### config.mk
export PLATFORM = sky130hd
export DESIGN_NAME = sub_seq_ctrl
export DESIGN_NICKNAME = d
export VERILOG_FILES = /design/src/rtl/sub_seq_ctrl.sv
export SDC_FILE = /design/constraint.sdc
export NUM_CORES = 1
export LEC_CHECK = 0
export ABC_AREA = 1
export CAP_MARGIN = 15
export CORE_MARGIN = 4
export CORE_UTILIZATION = 45
export CTS_BUF_LIST = sky130_fd_sc_hd__clkbuf_16
export CTS_CLUSTER_SIZE = 25
export DETAILED_ROUTE_END_ITERATION = 12
export MAX_ROUTING_LAYER = met4
export PLACE_DENSITY = 0.85
export SKIP_CTS_REPAIR_TIMING = 1
export SLEW_MARGIN = 5
export SYNTH_ARGS = -nofsm -noshare
export SYNTH_HDL_FRONTEND = slang
export SYNTH_SLANG_ARGS = --single-unit
export TNS_END_PERCENT = 20
### constraint.sdc
create_clock -name clk -period 5 [get_ports clk]
set_clock_uncertainty 0.15 [all_clocks]
set_input_delay 1.25 -clock clk [delete_from_list [all_inputs] [get_ports clk]]
set_output_delay 1.25 -clock clk [all_outputs]
set_load 0.05 [all_outputs]
### src/rtl/sub_seq_ctrl.sv
// Multi-precision subtractor: streams WORDS x WIDTH-bit words, LS word first, through one narrow subtractor.
// Optional `zero` result flag is enabled by defining SUB_SEQ_ZERO_FLAG_EN.

module param_subtractor #(
    parameter int WIDTH = 8
) (
    input  logic [WIDTH-1:0] a,
    input  logic [WIDTH-1:0] b,
    output logic [WIDTH-1:0] diff,
    output logic             borrow
);
    assign {borrow, diff} = {1'b0, a} - {1'b0, b};
endmodule

module sub_seq_ctrl #(
    parameter int WIDTH = 8,
    parameter int WORDS = 4
) (
    input  logic                   clk,
    input  logic                   rst,
    input  logic                   start_valid,
    output logic                   start_ready,
    input  logic [WIDTH*WORDS-1:0] a,
    input  logic [WIDTH*WORDS-1:0] b,
    output logic                   res_valid,
    input  logic                   res_ready,
    output logic [WIDTH*WORDS-1:0] diff,
`ifdef SUB_SEQ_ZERO_FLAG_EN
    output logic                   zero,
`endif
    output logic                   borrow
);
    localparam int TOTAL = WIDTH * WORDS;
    localparam int IDX_W = (WORDS > 1) ? $clog2(WORDS) : 1;
    localparam logic [IDX_W-1:0] LAST_IDX = IDX_W'(WORDS - 1);

    typedef enum logic [1:0] {
        S_IDLE = 2'd0,
        S_RUN  = 2'd1,
        S_DONE = 2'd2
    } state_t;

    state_t            r_state;
    logic [TOTAL-1:0]  r_a;
    logic [TOTAL-1:0]  r_b;
    logic [IDX_W-1:0]  r_idx;
    logic              r_bin;
    logic [TOTAL-1:0]  r_diff;
    logic              r_borrow;
`ifdef SUB_SEQ_ZERO_FLAG_EN
    logic              r_or;
`endif

    logic [WIDTH-1:0]  w_aw;
    logic [WIDTH-1:0]  w_bw;
    logic [WIDTH-1:0]  w_sub_b;
    logic [WIDTH-1:0]  w_sub_diff;
    logic              w_sub_borrow;
    logic              w_bypass;
    logic [WIDTH-1:0]  w_dw;
    logic              w_bout;

    // Operands shift right each RUN cycle, so the current word is always the low slice.
    assign w_aw = r_a[WIDTH-1:0];
    assign w_bw = r_b[WIDTH-1:0];

    // Borrow-in is folded into the subtrahend; all-ones plus borrow would wrap, so it bypasses.
    assign w_bypass = r_bin & (&w_bw);
    assign w_sub_b  = w_bw + {{(WIDTH-1){1'b0}}, r_bin};

    param_subtractor #(.WIDTH(WIDTH)) u_sub (
        .a      (w_aw),
        .b      (w_sub_b),
        .diff   (w_sub_diff),
        .borrow (w_sub_borrow)
    );

    assign w_dw   = w_bypass ? w_aw : w_sub_diff;
    assign w_bout = w_bypass ? 1'b1 : w_sub_borrow;

    // NOTE: r_a/r_b are left out of reset on purpose; they are always loaded on accept before use.
    always_ff @(posedge clk) begin
        if (rst) begin
            r_state  <= S_IDLE;
            r_idx    <= '0;
            r_bin    <= 1'b0;
            r_diff   <= '0;
            r_borrow <= 1'b0;
`ifdef SUB_SEQ_ZERO_FLAG_EN
            r_or     <= 1'b0;
`endif
        end else begin
            case (r_state)
                S_IDLE: begin
                    if (start_valid) begin
                        r_a     <= a;
                        r_b     <= b;
                        r_idx   <= '0;
                        r_bin   <= 1'b0;
`ifdef SUB_SEQ_ZERO_FLAG_EN
                        r_or    <= 1'b0;
`endif
                        r_state <= S_RUN;
                    end
                end
                S_RUN: begin
                    r_diff[r_idx*WIDTH +: WIDTH] <= w_dw;
                    r_a   <= r_a >> WIDTH;
                    r_b   <= r_b >> WIDTH;
                    r_bin <= w_bout;
                    r_idx <= r_idx + IDX_W'(1);
`ifdef SUB_SEQ_ZERO_FLAG_EN
                    r_or  <= r_or | (|w_dw);
`endif
                    if (r_idx == LAST_IDX) begin
                        r_borrow <= w_bout;
                        r_state  <= S_DONE;
                    end
                end
                S_DONE: begin
                    if (res_ready) begin
                        r_state <= S_IDLE;
                    end
                end
                default: r_state <= S_IDLE;
            endcase
        end
    end

    assign start_ready = (r_state == S_IDLE);
    assign res_valid   = (r_state == S_DONE);
    assign diff        = r_diff;
    assign borrow      = r_borrow;
`ifdef SUB_SEQ_ZERO_FLAG_EN
    assign zero        = ~r_or;
`endif

endmodule

Word level (Yosys, flattened, before mapping)
Index checks and enable logic that the tools add are counted.
Widths: inputs -> output; s select.
- multiply operators: 0
- reduce and logical (&&, ||, !) cells: 7
- shift operators: 2
- mux-type cells: 15
- $lt $le $gt $ge: 0
- divide/modulo/power cells: 0
- bitwise gates (word level): 2
- add/subtract/negate cells: 4
- eq/ne operators: 6
- operators with widths (kind ; count):
    $pmux 32 s2 ; 2
    $mux 32 ; 2
    $neg 5->34 ; 1
    $shift 8x34->32 const A ; 1
    $shiftx 8x34->32 ; 1
    $bwmux 32 ; 1
    $sub 8x8->9 ; 1
    $add 8x1->8 ; 1
    $mux 2 ; 4
    $mux 8 ; 1
    $reduce_and 8->1 ; 1
    $pmux 2 s3 ; 1
    $reduce_and 3->1 ; 2
    $eq 2x2->1 const B ; 2
    $ne 2x2->1 const B ; 2
    $pmux 2 s2 ; 1
    $reduce_and 2->1 ; 2
    $add 2x1->2 const B ; 1
    $eq 2x1->1 const B ; 1
    $logic_not 2->1 ; 1
    $mux 1 ; 2
    $ne 2x1->1 const B ; 1
    $pmux 1 s2 ; 1
    $reduce_bool 2->1 ; 1
    other kinds (2) ; 2
- input bits: 68
- bits in latches: 0
- logic and storage cells: 43
- memories: 0
- ROM bits: 0
- bits in writable memories: 0
- bits in registers: 102

Longest topological paths before layout
- depth in word-level cells: 5
- mapped depth: 16
- depth with buffers taken out: 16

By module
From an unflattened synthesis, not the netlist that was laid out.
- cell total of the unflattened synthesis: 564
- area total of the unflattened synthesis: 4853.4 um^2
- by module, submodules not included (module ; instances ; seq. area each (um^2) ; cells an instance ; area each (um^2)):
    sub_seq_ctrl ; 1 ; 2682.6 ; 487 ; 4441.8
    param_subtractor ; 1 ; 0.0 ; 77 ; 411.6

Least setup slack after synthesis
OpenSTA, ideal clock, no wires.
- kind: input -> register
- start: in rst
- end: reg r_a[0], enable pin
- setup slack: 0.219 ns
- data arrival time: 4.144 ns
- setup time: 0.487 ns
- cell stages on the path: 2
- required time: 4.363 ns
- cell sequence: clkbuf_1 nor2_1
- longest elaborated chain between the ends: 2
- ends and longest elaborated chain (what ; line ; RTL):
    start: declaration ; 20 ; input logic rst,
    $not 1->1 (no line) ; - ;
    $reduce_and 3->1 (no line) ; - ;
    end signal: assignment ; 108 ; r_a <= r_a >> WIDTH;
    end: declaration ; 44 ; logic [TOTAL-1:0] r_a;
Every way passes these cells.
A chain may end at the register's enable or synchronous reset.

Worst setup path after layout
- start: reg r_state[1]
- end: out res_valid
- longest elaborated chain between the ends: 1
- ends and longest elaborated chain (what ; line ; RTL):
    start: declaration ; 43 ; state_t r_state;
    start signal: assignment ; 84 ; r_state <= S_IDLE;
    start signal: assignment ; 103 ; r_state <= S_RUN;
    start signal: assignment ; 117 ; r_state <= S_DONE;
    $eq 2x2->1 ; 131 ; assign res_valid = (r_state == S_DONE);
    end: declaration ; 25 ; output logic res_valid,
Every way passes these cells.

==> results summary <==
On the worst path, the slowest cell contributes a delay of 0.82 ns. 0 antenna diodes ended up in the layout. The chip width is 111 microns. The number of cells produced by synthesis came out at 557.

The master cell of the clock root buffer is sky130_fd_sc_hd__clkbuf_16. The worst setup path is launched from a flop. The xor and xnor fraction of the mapped netlist area is 0.0128.

The count of buffers inserted at the top-level ports came out at 102. The analysis attributes to net switching a power of 0.520 mW. The total power divided by cell area came out at 315 mW/mm^2. Counting every net in the synthesized netlist gives 642. The number of antenna violations at the first check in global routing is 0. Among all flip-flop cells after synthesis, the most frequent one is sky130_fd_sc_hd__edfxtp_1. The compound-cell area share of the yosys netlist came out at 0.0457.

The number of enable flip-flop cells after synthesis came out at 64. The weighted congestion reported at the end of routability-driven placement came out at 0.881. The total global routing overflow is 0. The sum of net half-perimeters after detailed placement is 7510 microns. The total vias in the final route is 3921. Measured in cells, the most critical reg-to-reg path has a length of 12. The actual transition at the worst max-transition pin came out at 0.730 ns. Along the worst path, the maximum fanout reaches 3. The synthesized flop and latch total is 102. The share of layout cells above drive strength 1 is 0.0545. The arrival time of data at the critical path endpoint came out at 1.73 ns. The relative contribution of the clock network to total power is 0.345.

The worst register-to-register path ends at diff[27]. The sequential area share after synthesis came out at 0.560. The mean number of vias per cell came out at 4.92. The final cell area excluding filler cells is 0.00624 sq mm. The run finished with clean final reports. The startpoint identified for the worst hold timing path is diff[6]. The switching portion of total power is 0.265.

The total track usage is 0.171. The area of placed instances is 0.00595 sq mm. The share of synthesized area spent on multiplexers came out at 0. The floorplan step set the die height to 111 microns. The max-capacitance violation count is 0. The simple-gate portion of the synthesized area is 0.284. The hold path depth is 2. The worst supply voltage drop on vdd came out at 214 uV. Once detail routing completed, the nets flagged for antenna violations numbered 0. The launch instance of the worst register-to-register path is r_b[0].

The final design utilization is 0.602. The share of total power dissipated in combinational logic is 0.159. The total of warnings raised by yosys came out at 0. The worst hold path belongs to the class reg2reg.

The per-instance average area after synthesis came out at 8.61 sq um. The part of the power in registers came out at 0.495. The number of max-slew violations in the final report was 0.

The initial utilization of the core area, before any placement, comes to 0.462. The worst setup path is captured at an output port. The initial DRC count is 245. The later-pin clock latency in the skew report is 0.34 ns.

The count of clock tree sinks came out at 102. The clock input transition at the sequential cells of the worst setup and hold paths is 0.07 ns. The number of global-route vias before repair is 4009. Setup repair after global routing left no endpoint under its margin. The global-route wire length before repair came out at 17200 microns.

The layout-stage area growth over the synthesis result came out at 30.2%. 103 I/O pins were placed. The net count reported at finish came out at 741.

TritonCTS built the clock tree. For hold timing, the worst endpoint is diff[6]. The detailed-routing iteration count for the pre-antenna-repair pass came out at 6. The final hold violation count is 0. The worst slack on hold paths is 0.322 ns.

The final setup violation count is 0. In the final routed layout, each cell accounts on average for 13.1 microns. Leaving out fill and tap cells, the most frequent cell in the layout is sky130_fd_sc_hd__nand2_1.

The number of unique standard cell types used by synthesis came out at 32. The signal on the critical path passes through inv_1, nor2_1, clkdlybuf4s50_1. The internal power of the cells totals 1.45 mW. The DRC violations left came out at 0. The full die area came out at 0.0124 sq mm. After floorplanning, the core was divided into 37 placement rows. The largest individual stage delay along the critical path comes from the cell sky130_fd_sc_hd__clkdlybuf4s50_1.

The clock tree synthesis step divided the H-tree into 3 levels. The largest net degree at the start of global routing is 74. At the worst endpoint, the required time is 3.60 ns. The deepest clock path buffer count is 2.

The critical path class is reg2out. The TritonCTS buffer count is 9. The analysis attributes to cell leakage a power of 2.59 nW. The normalized max-slew margin came out at 0.508.

After synthesis, the share of flip-flops with an asynchronous set or reset is 0. The floorplan core area came out at 0.0104 sq mm. Of the available clock period, the critical path in the final layout requires 0.627. The final wirelength came out at 10500 microns. The fmax came out at 319 MHz. Leaving out fill and tap cells, the most frequent cells in the layout are 236 x sky130_fd_sc_hd__nand2_1, 102 x sky130_fd_sc_hd__clkdlybuf4s50_1, 64 x sky130_fd_sc_hd__edfxtp_1. In this run the cell area of the synthesized design comes to 0.00479 sq mm. The dominant combinational cell family by area after synthesis is simple AND/OR/NAND/NOR gates. The fraction of the mapped netlist area in adder cells came out at 0.0459. The final period demand of the worst path is 3.13 ns. The final setup TNS came out at 0 ns. The setup slack on the worst flop-to-flop path is 2.24 ns.
==> power groups by stage <==
stage / registers, mW / clock network [mW] / logic [mW]
final: 0.974 / 0.679 / 0.313
after global routing: 0.978 / 0.723 / 0.347
after CTS: 0.973 / 0.685 / 0.313
after detailed placement: 0.992 / 0 / 0.310
after global placement: 0.989 / 0 / 0.297
after floorplan: 1.00 / 0 / 0.181
==> logic make-up (layout without fill, tap and decap cells) <==
logic type	count (synthesis)	after routing
flops	102	102
buf+inv	64	168
simple gates	325	325
fa+ha+maj	17	17
compound gates	42	42
xor+xnor	7	7
==> final cells by class <==
cell class,instances,area [sq um]
clock buffers,9,225
flip-flops and latches,102,2680
multi-input cells,391,1870
clock inverters,7,63.8
repair buffers,107,1060
fillers,870,4130
well taps,136,170
inverters,45,169
==> worst max path at each step <==
stage / startpoint / to / cells past startpoint
after CTS: r_state[1] / res_valid / 3
final: r_state[1] / res_valid / 3
after global routing: r_state[1] / res_valid / 3
after global placement: start_valid / r_a[17] / 4
after detailed placement: start_valid / r_a[25] / 4
after floorplan: rst / r_a[0] / 2
==> Yosys cell counts (2+ instances only) <==
master,n,area (sq um)
sky130_fd_sc_hd__o21ai_0,2,10.0
sky130_fd_sc_hd__nor2_2,2,12.5
sky130_fd_sc_hd__ha_1,16,200
sky130_fd_sc_hd__nand2_1,236,886
sky130_fd_sc_hd__nand2_2,2,12.5
sky130_fd_sc_hd__nor2_1,38,143
sky130_fd_sc_hd__edfxtp_1,64,1920
sky130_fd_sc_hd__a211oi_1,2,15.0
sky130_fd_sc_hd__nand3_1,25,125
sky130_fd_sc_hd__nand3b_1,2,15.0
sky130_fd_sc_hd__dfxtp_1,38,761
sky130_fd_sc_hd__or2_2,2,12.5
sky130_fd_sc_hd__xnor2_1,2,17.5
sky130_fd_sc_hd__nand4_1,10,62.6
sky130_fd_sc_hd__nor2_4,2,22.5
sky130_fd_sc_hd__a21oi_1,36,180
sky130_fd_sc_hd__xor2_1,5,43.8
sky130_fd_sc_hd__buf_1,2,7.51
sky130_fd_sc_hd__inv_1,42,158
sky130_fd_sc_hd__clkbuf_1,16,60.1
sky130_fd_sc_hd__inv_2,2,7.51
==> worst max-delay path: cells and delay by family, from the launching register on <==
kind	cells	cell delay [ns]
buf+inv	2	0.89
flops	1	0.39
simple gates	1	0.11
==> per-layer routing <==
| metal | vias to the layer above | wire length, microns | track usage |
|---|---|---|---|
| li1 | 1990 | - | - |
| met1 | 1767 | 4240 | 0.192 |
| met2 | 142 | 5360 | 0.301 |
| met3 | 22 | 710 | 0.0431 |
| met4 | 0 | 165 | 0.0535 |
| met5 | - | 0 | - |
==> flip-flops by register name, summed over array words and instances (netlist names) <==
| name | cells |
|---|---|
| r_b | 32 |
| borrow | 1 |
| r_idx | 2 |
| r_state | 2 |
| r_a | 32 |
| diff | 32 |
| r_bin | 1 |
==> metrics by stage <==
stage               setup slack, ns  power (mW)  instances
floorplan                     0.219        1.19        557
global placement               1.97        1.29        781
detailed placement             1.92        1.30        781
CTS                            1.85        1.97        797
global route                   1.76        2.05        797
finish                         1.87        1.97        797
Note: power is estimated with default switching activity, not from simulation.
